==> src/rtl/key_pkg.sv <==
// Shared constants and types for the push-button debounce block.
// Keys are active-low: 0 means pressed, 1 means idle.
package key_pkg;

  localparam int DEBOUNCE_CYC_DEFAULT = 1_000_000;
  localparam int DEBOUNCE_CYC_SIM     = 10;

  localparam logic KEY_PRESSED  = 1'b0;
  localparam logic KEY_RELEASED = 1'b1;

  typedef enum logic {
    ST_STABLE = 1'b0,
    ST_FILTER = 1'b1
  } state_e;

endpackage

==> src/rtl/key_debounce_ch.sv <==
// One debounce channel: 2-flop synchroniser, stability filter
// and registered press/release pulses for a single key.
module key_debounce_ch
  import key_pkg::*;
#(
  parameter int DEBOUNCE_CYC = DEBOUNCE_CYC_DEFAULT
) (
  input  logic sys_clk,
  input  logic rst,
  input  logic key,
  output logic key_stable,
  output logic key_press,
  output logic key_release
);

  localparam int CNT_W = $clog2(DEBOUNCE_CYC);
  localparam logic [CNT_W-1:0] CNT_LAST =
    CNT_W'(DEBOUNCE_CYC - 1);
  localparam logic [CNT_W-1:0] CNT_ONE = CNT_W'(1);

  logic             s1_q, s2_q;
  state_e           state_q, state_d;
  logic [CNT_W-1:0] cnt_q, cnt_d;
  logic             stable_q, stable_d;
  logic             press_q, press_d;
  logic             rel_q, rel_d;

  // Bring the asynchronous key level into the sys_clk domain.
  always_ff @(posedge sys_clk) begin
    if (rst) begin
      s1_q <= KEY_RELEASED;
      s2_q <= KEY_RELEASED;
    end else begin
      s1_q <= key;
      s2_q <= s1_q;
    end
  end

  // Accept a new level only after it held for DEBOUNCE_CYC samples.
  always_comb begin
    state_d  = state_q;
    cnt_d    = cnt_q;
    stable_d = stable_q;
    press_d  = 1'b0;
    rel_d    = 1'b0;
    unique case (state_q)
      ST_STABLE: begin
        cnt_d = '0;
        if (s2_q != stable_q) begin
          state_d = ST_FILTER;
          cnt_d   = CNT_ONE;
        end
      end
      ST_FILTER: begin
        if (s2_q == stable_q) begin
          state_d = ST_STABLE;
          cnt_d   = '0;
        end else if (cnt_q == CNT_LAST) begin
          state_d  = ST_STABLE;
          cnt_d    = '0;
          stable_d = s2_q;
          press_d  = (s2_q == KEY_PRESSED);
          rel_d    = (s2_q == KEY_RELEASED);
        end else begin
          cnt_d = cnt_q + CNT_ONE;
        end
      end
    endcase
  end

  // Filter state, counter, debounced level and pulse registers.
  always_ff @(posedge sys_clk) begin
    if (rst) begin
      state_q  <= ST_STABLE;
      cnt_q    <= '0;
      stable_q <= KEY_RELEASED;
      press_q  <= 1'b0;
      rel_q    <= 1'b0;
    end else begin
      state_q  <= state_d;
      cnt_q    <= cnt_d;
      stable_q <= stable_d;
      press_q  <= press_d;
      rel_q    <= rel_d;
    end
  end

  assign key_stable  = stable_q;
  assign key_press   = press_q;
  assign key_release = rel_q;

endmodule

==> src/rtl/key_debounce.sv <==
// Multi-key debounce front end: one independent channel
// per raw push-button input.
module key_debounce
  import key_pkg::*;
#(
  parameter int KEY_W        = 2,
  parameter int DEBOUNCE_CYC = DEBOUNCE_CYC_DEFAULT
) (
  input  logic             sys_clk,
  input  logic             rst,
  input  logic [KEY_W-1:0] key,
  output logic [KEY_W-1:0] key_stable,
  output logic [KEY_W-1:0] key_press,
  output logic [KEY_W-1:0] key_release
);

  for (genvar i = 0; i < KEY_W; i++) begin : g_ch
    key_debounce_ch #(
      .DEBOUNCE_CYC(DEBOUNCE_CYC)
    ) u_ch (
      .sys_clk    (sys_clk),
      .rst        (rst),
      .key        (key[i]),
      .key_stable (key_stable[i]),
      .key_press  (key_press[i]),
      .key_release(key_release[i])
    );
  end

endmodule

==> config.mk <==
export PLATFORM = sky130hd
export DESIGN_NAME = key_debounce
export DESIGN_NICKNAME = d
export VERILOG_FILES = /design/src/rtl/key_pkg.sv /design/src/rtl/key_debounce_ch.sv /design/src/rtl/key_debounce.sv
export SDC_FILE = /design/constraint.sdc
export NUM_CORES = 1
export LEC_CHECK = 0
export CORE_MARGIN = 2
export CORE_UTILIZATION = 35
export DETAILED_ROUTE_END_ITERATION = 7
export SETUP_SLACK_MARGIN = 0.15
export SKIP_CTS_REPAIR_TIMING = 1
export SLEW_MARGIN = 5
export SYNTH_ARGS = -nofsm -noshare
export SYNTH_HDL_FRONTEND = slang
export SYNTH_SLANG_ARGS = --single-unit
==> constraint.sdc <==
create_clock -name sys_clk -period 2.6 [get_ports sys_clk]
set_input_delay 0.52 -clock sys_clk [delete_from_list [all_inputs] [get_ports sys_clk]]
set_output_delay 0.52 -clock sys_clk [all_outputs]
set_load 0.03 [all_outputs]
==> results of run 1 <==
power breakdown:
group	total, mW	leakage (nW)	switching, mW	internal [mW]
Sequential	0.805	0.420	0.00383	0.801
Clock	0.588	0.0614	0.273	0.315
Combinational	0.0170	0.241	0.00733	0.00968
sequential cells by signal, summed over array words and instances, names as in the netlist:
name and cells:
g_ch.u_ch.key_press 2, g_ch.u_ch.s1_q 2, g_ch.u_ch.key_stable 2, g_ch.u_ch.s2_q 2
g_ch.u_ch.cnt_q 40, g_ch.u_ch.key_release 2, g_ch.u_ch.state_q 2
layout make-up:
type                    instances  area share (%)
multi-input cells             181           43.26
inverters                      11           1.641
clock inverters                 2           1.542
flip-flops and latches         52           41.37
repair buffers                 14           5.072
well taps                      77           3.829
clock buffers                   6           3.282
stage by stage:
stage | power (mW) | area, um2
6_report | 1.410 | 2516
5_1_grt | 1.461 | 2516
4_1_cts | 1.423 | 2516
3_5_place_dp | 0.8406 | 2395
3_3_place_gp | 0.8402 | 2395
2_1_floorplan | 0.8313 | 2248
worst max-delay path by stage:
stage | startpoint | cells past startpoint | slack (ps) | endpoint
floorplan | g_ch[1].u_ch.cnt_q[11]$_SDFF_PP0_ | 4 | 560 | g_ch[1].u_ch.key_stable$_SDFFE_PP1P_
global placement | rst | 5 | 390 | g_ch[0].u_ch.cnt_q[0]$_SDFF_PP0_
detailed placement | rst | 5 | 310 | g_ch[0].u_ch.cnt_q[0]$_SDFF_PP0_
CTS | g_ch[0].u_ch.cnt_q[0]$_SDFF_PP0_ | 6 | 360 | g_ch[0].u_ch.cnt_q[0]$_SDFF_PP0_
global route | g_ch[0].u_ch.cnt_q[0]$_SDFF_PP0_ | 6 | 240 | g_ch[0].u_ch.cnt_q[0]$_SDFF_PP0_
finish | g_ch[0].u_ch.cnt_q[0]$_SDFF_PP0_ | 6 | 370 | g_ch[0].u_ch.cnt_q[0]$_SDFF_PP0_
cells in the mapped netlist, types with 2 or more instances:
cell       n  share of area, %
or4_4      2               1.0
o31ai_1    2              0.67
clkbuf_1   6               1.0
inv_1     11               1.8
or4_1      3               1.0
xnor2_1   23               9.0
nor2_1    35               5.8
xor2_1     4               1.6
nand2_1   14               2.3
buf_4      6               2.0
dfxtp_1   52                46
or2_2      5               1.4
o21ai_0   12               2.7
ha_1       2               1.1
nor3_1     9               2.0
nor4b_1    3               1.2
nand4_1    7               1.9
buf_2      2              0.45
a21oi_1   11               2.4
or3_1     13               3.6
nand3_1   14               3.1
nor4_1    10               2.8
critical path: cells and delay by family (launching register included):
kind	cells	cell delay (ps)
AOI/OAI and AO/OA	2	520
buffers and inverters	1	250
and+or+nand+nor	2	660
adders and majority gates	1	270
DFF	1	420
kinds of logic after synthesis:
family | Yosys count | synth area share (%)
flops | 52 | 46.30
buf+inv | 25 | 5.286
mux | 1 | 0.4452
simple gates | 122 | 28.99
compound gates | 29 | 7.346
fa+ha+maj | 2 | 1.113
xor+xnor | 27 | 10.52
layout by cell type (no fill, tap or decap), drive strengths merged, types with 7 or more instances in the layout:
master / n
nor3: 9
inv: 11
nor2: 35
or3: 13
xnor2: 23
nand4: 7
clkdlybuf4s50: 9
nand2: 14
dfxtp: 52
nor4: 10
a21oi: 11
o21ai: 12
nand3: 14
routing by layer:
layer / track usage, % / share of wire, % / vias to the layer above / wire [um]
met5: 0 / 0 / - / 0
met4: 5.718 / 1.9 / 0 / 81
met3: 4.228 / 3.6 / 6 / 155
met2: 18.11 / 42 / 29 / 1798
met1: 18.50 / 52 / 822 / 2230
li1: - / - / 903 / -
==> out/metrics.cfg, run 1 <==
[run_status]
outcome = finished, final reports clean

[global_route]
grt_antenna_before_repair = 0
grt_pass1_vias = 1594
grt.total_usage_pct = 13.07
grt_pass1_wl_mm = 7.458
grt_remaining_overflow = 0
grt_max_degree = 20

[synthesis]
synth-seq-cells = 52
yosysUniqueCellTypes = 34
synth_area_um2 = 2248
syn_inst = 258
synth-edff-count = 0
avgSynthCellArea_um2 = 8.715
ys_seq_area_share_pct = 46.30
syn_nets = 264
yosys_most_used_dff = dfxtp_1
yosysWarnings = 0
async_flop_share_pct = 0

[drt]
vias = 1760
ant_nets = 0
viasPerCell = 5.131
dr.pass1.iters = 4
drc = 0
totalWireLength_mm = 4.266
dr.first_iter.drc_count = 115
wl_per_cell_um = 12.44

[setup_path]
cp-start-kind = register
cp_data_arrival_time_ps = 2430
crit_chain = ha_1 > nand2_1 > or4_1 > o21bai_1 > buf_4 > o21ai_0
cp_slowest_cell = or4_1
r2r_slack_ps = 370
end_kind = register
path_class = register to register
required_ps = 2800
reg2reg_to = g_ch[0].u_ch.cnt_q[0]$_SDFF_PP0_
path_max_fanout = 9
slowest_delay_ps = 570
r2r_cells = 6
worstReg2RegStart = g_ch[0].u_ch.cnt_q[0]$_SDFF_PP0_

[sta]
holdWs_ps = 417.6
layout_setup_ws_ps = 368.0
slew_viol_final = 0
fin_setup_tns_ps = 0
fin_crit_ps = 2232
fmax_mhz = 448.0
period_share_pct = 85.85
slew_headroom_pct = 68.13
rsz0062_at_grt = false
hold_viol_final = 0
setup_viol = 0
skew_ps = 8.440
tightest_slew_ps = 477.1

[floorplanning]
ios = 10
die_y_um = 84.15
die_w_um = 84.15
initial_core_util_pct = 35.82
fp-row-count = 29
core_area_um2 = 6277
dieArea_um2 = 7081

[final_layout]
num-fill-cells = 624
final_core_util_pct = 40.08
multi_input_area_um2 = 1089
drive_gt1_share_pct = 9.023
regArea_um2 = 1041
area_growth_pct = 11.91
antenna_cells = 0
nets = 271
fin_cells = 343

[worst_hold_path]
whs_endpoint = g_ch[1].u_ch.s2_q$_SDFF_PP1_
hold_depth = 1
hold_path.class = register to register
hold_start = g_ch[1].u_ch.s1_q$_SDFF_PP1_

[placement]
pre_cts_ws_ps = 312.9
port_buffers = 9
dp_hpwl_mm = 2.979
place.gp.congestion = 0.7655
dpl.cell_count = 335

[pwr]
p_leak_nw = 0.7223
max-vdd-ir-drop_mv = 0.2549
cellPowerDensity_nw_per_um2 = 560.3

[clock_tree]
clockBufferDepth = 2
cts_buffers = 5
clk_latency_ps = 310
cts-root-buf = clkbuf_8
tritoncts = built
clk_pin_slew_ps = 100
clock_sinks = 52
cts_max_level = 2

[job]
cap_violations = 0

Note: power is estimated with default switching activity, not from simulation.
==> run 2, diff against run 1 <==
CTS_CLUSTER_SIZE = 28   (was unset)
==> results of run 2 <==
Final layout, timing and power as in run 1 (identical DEF).
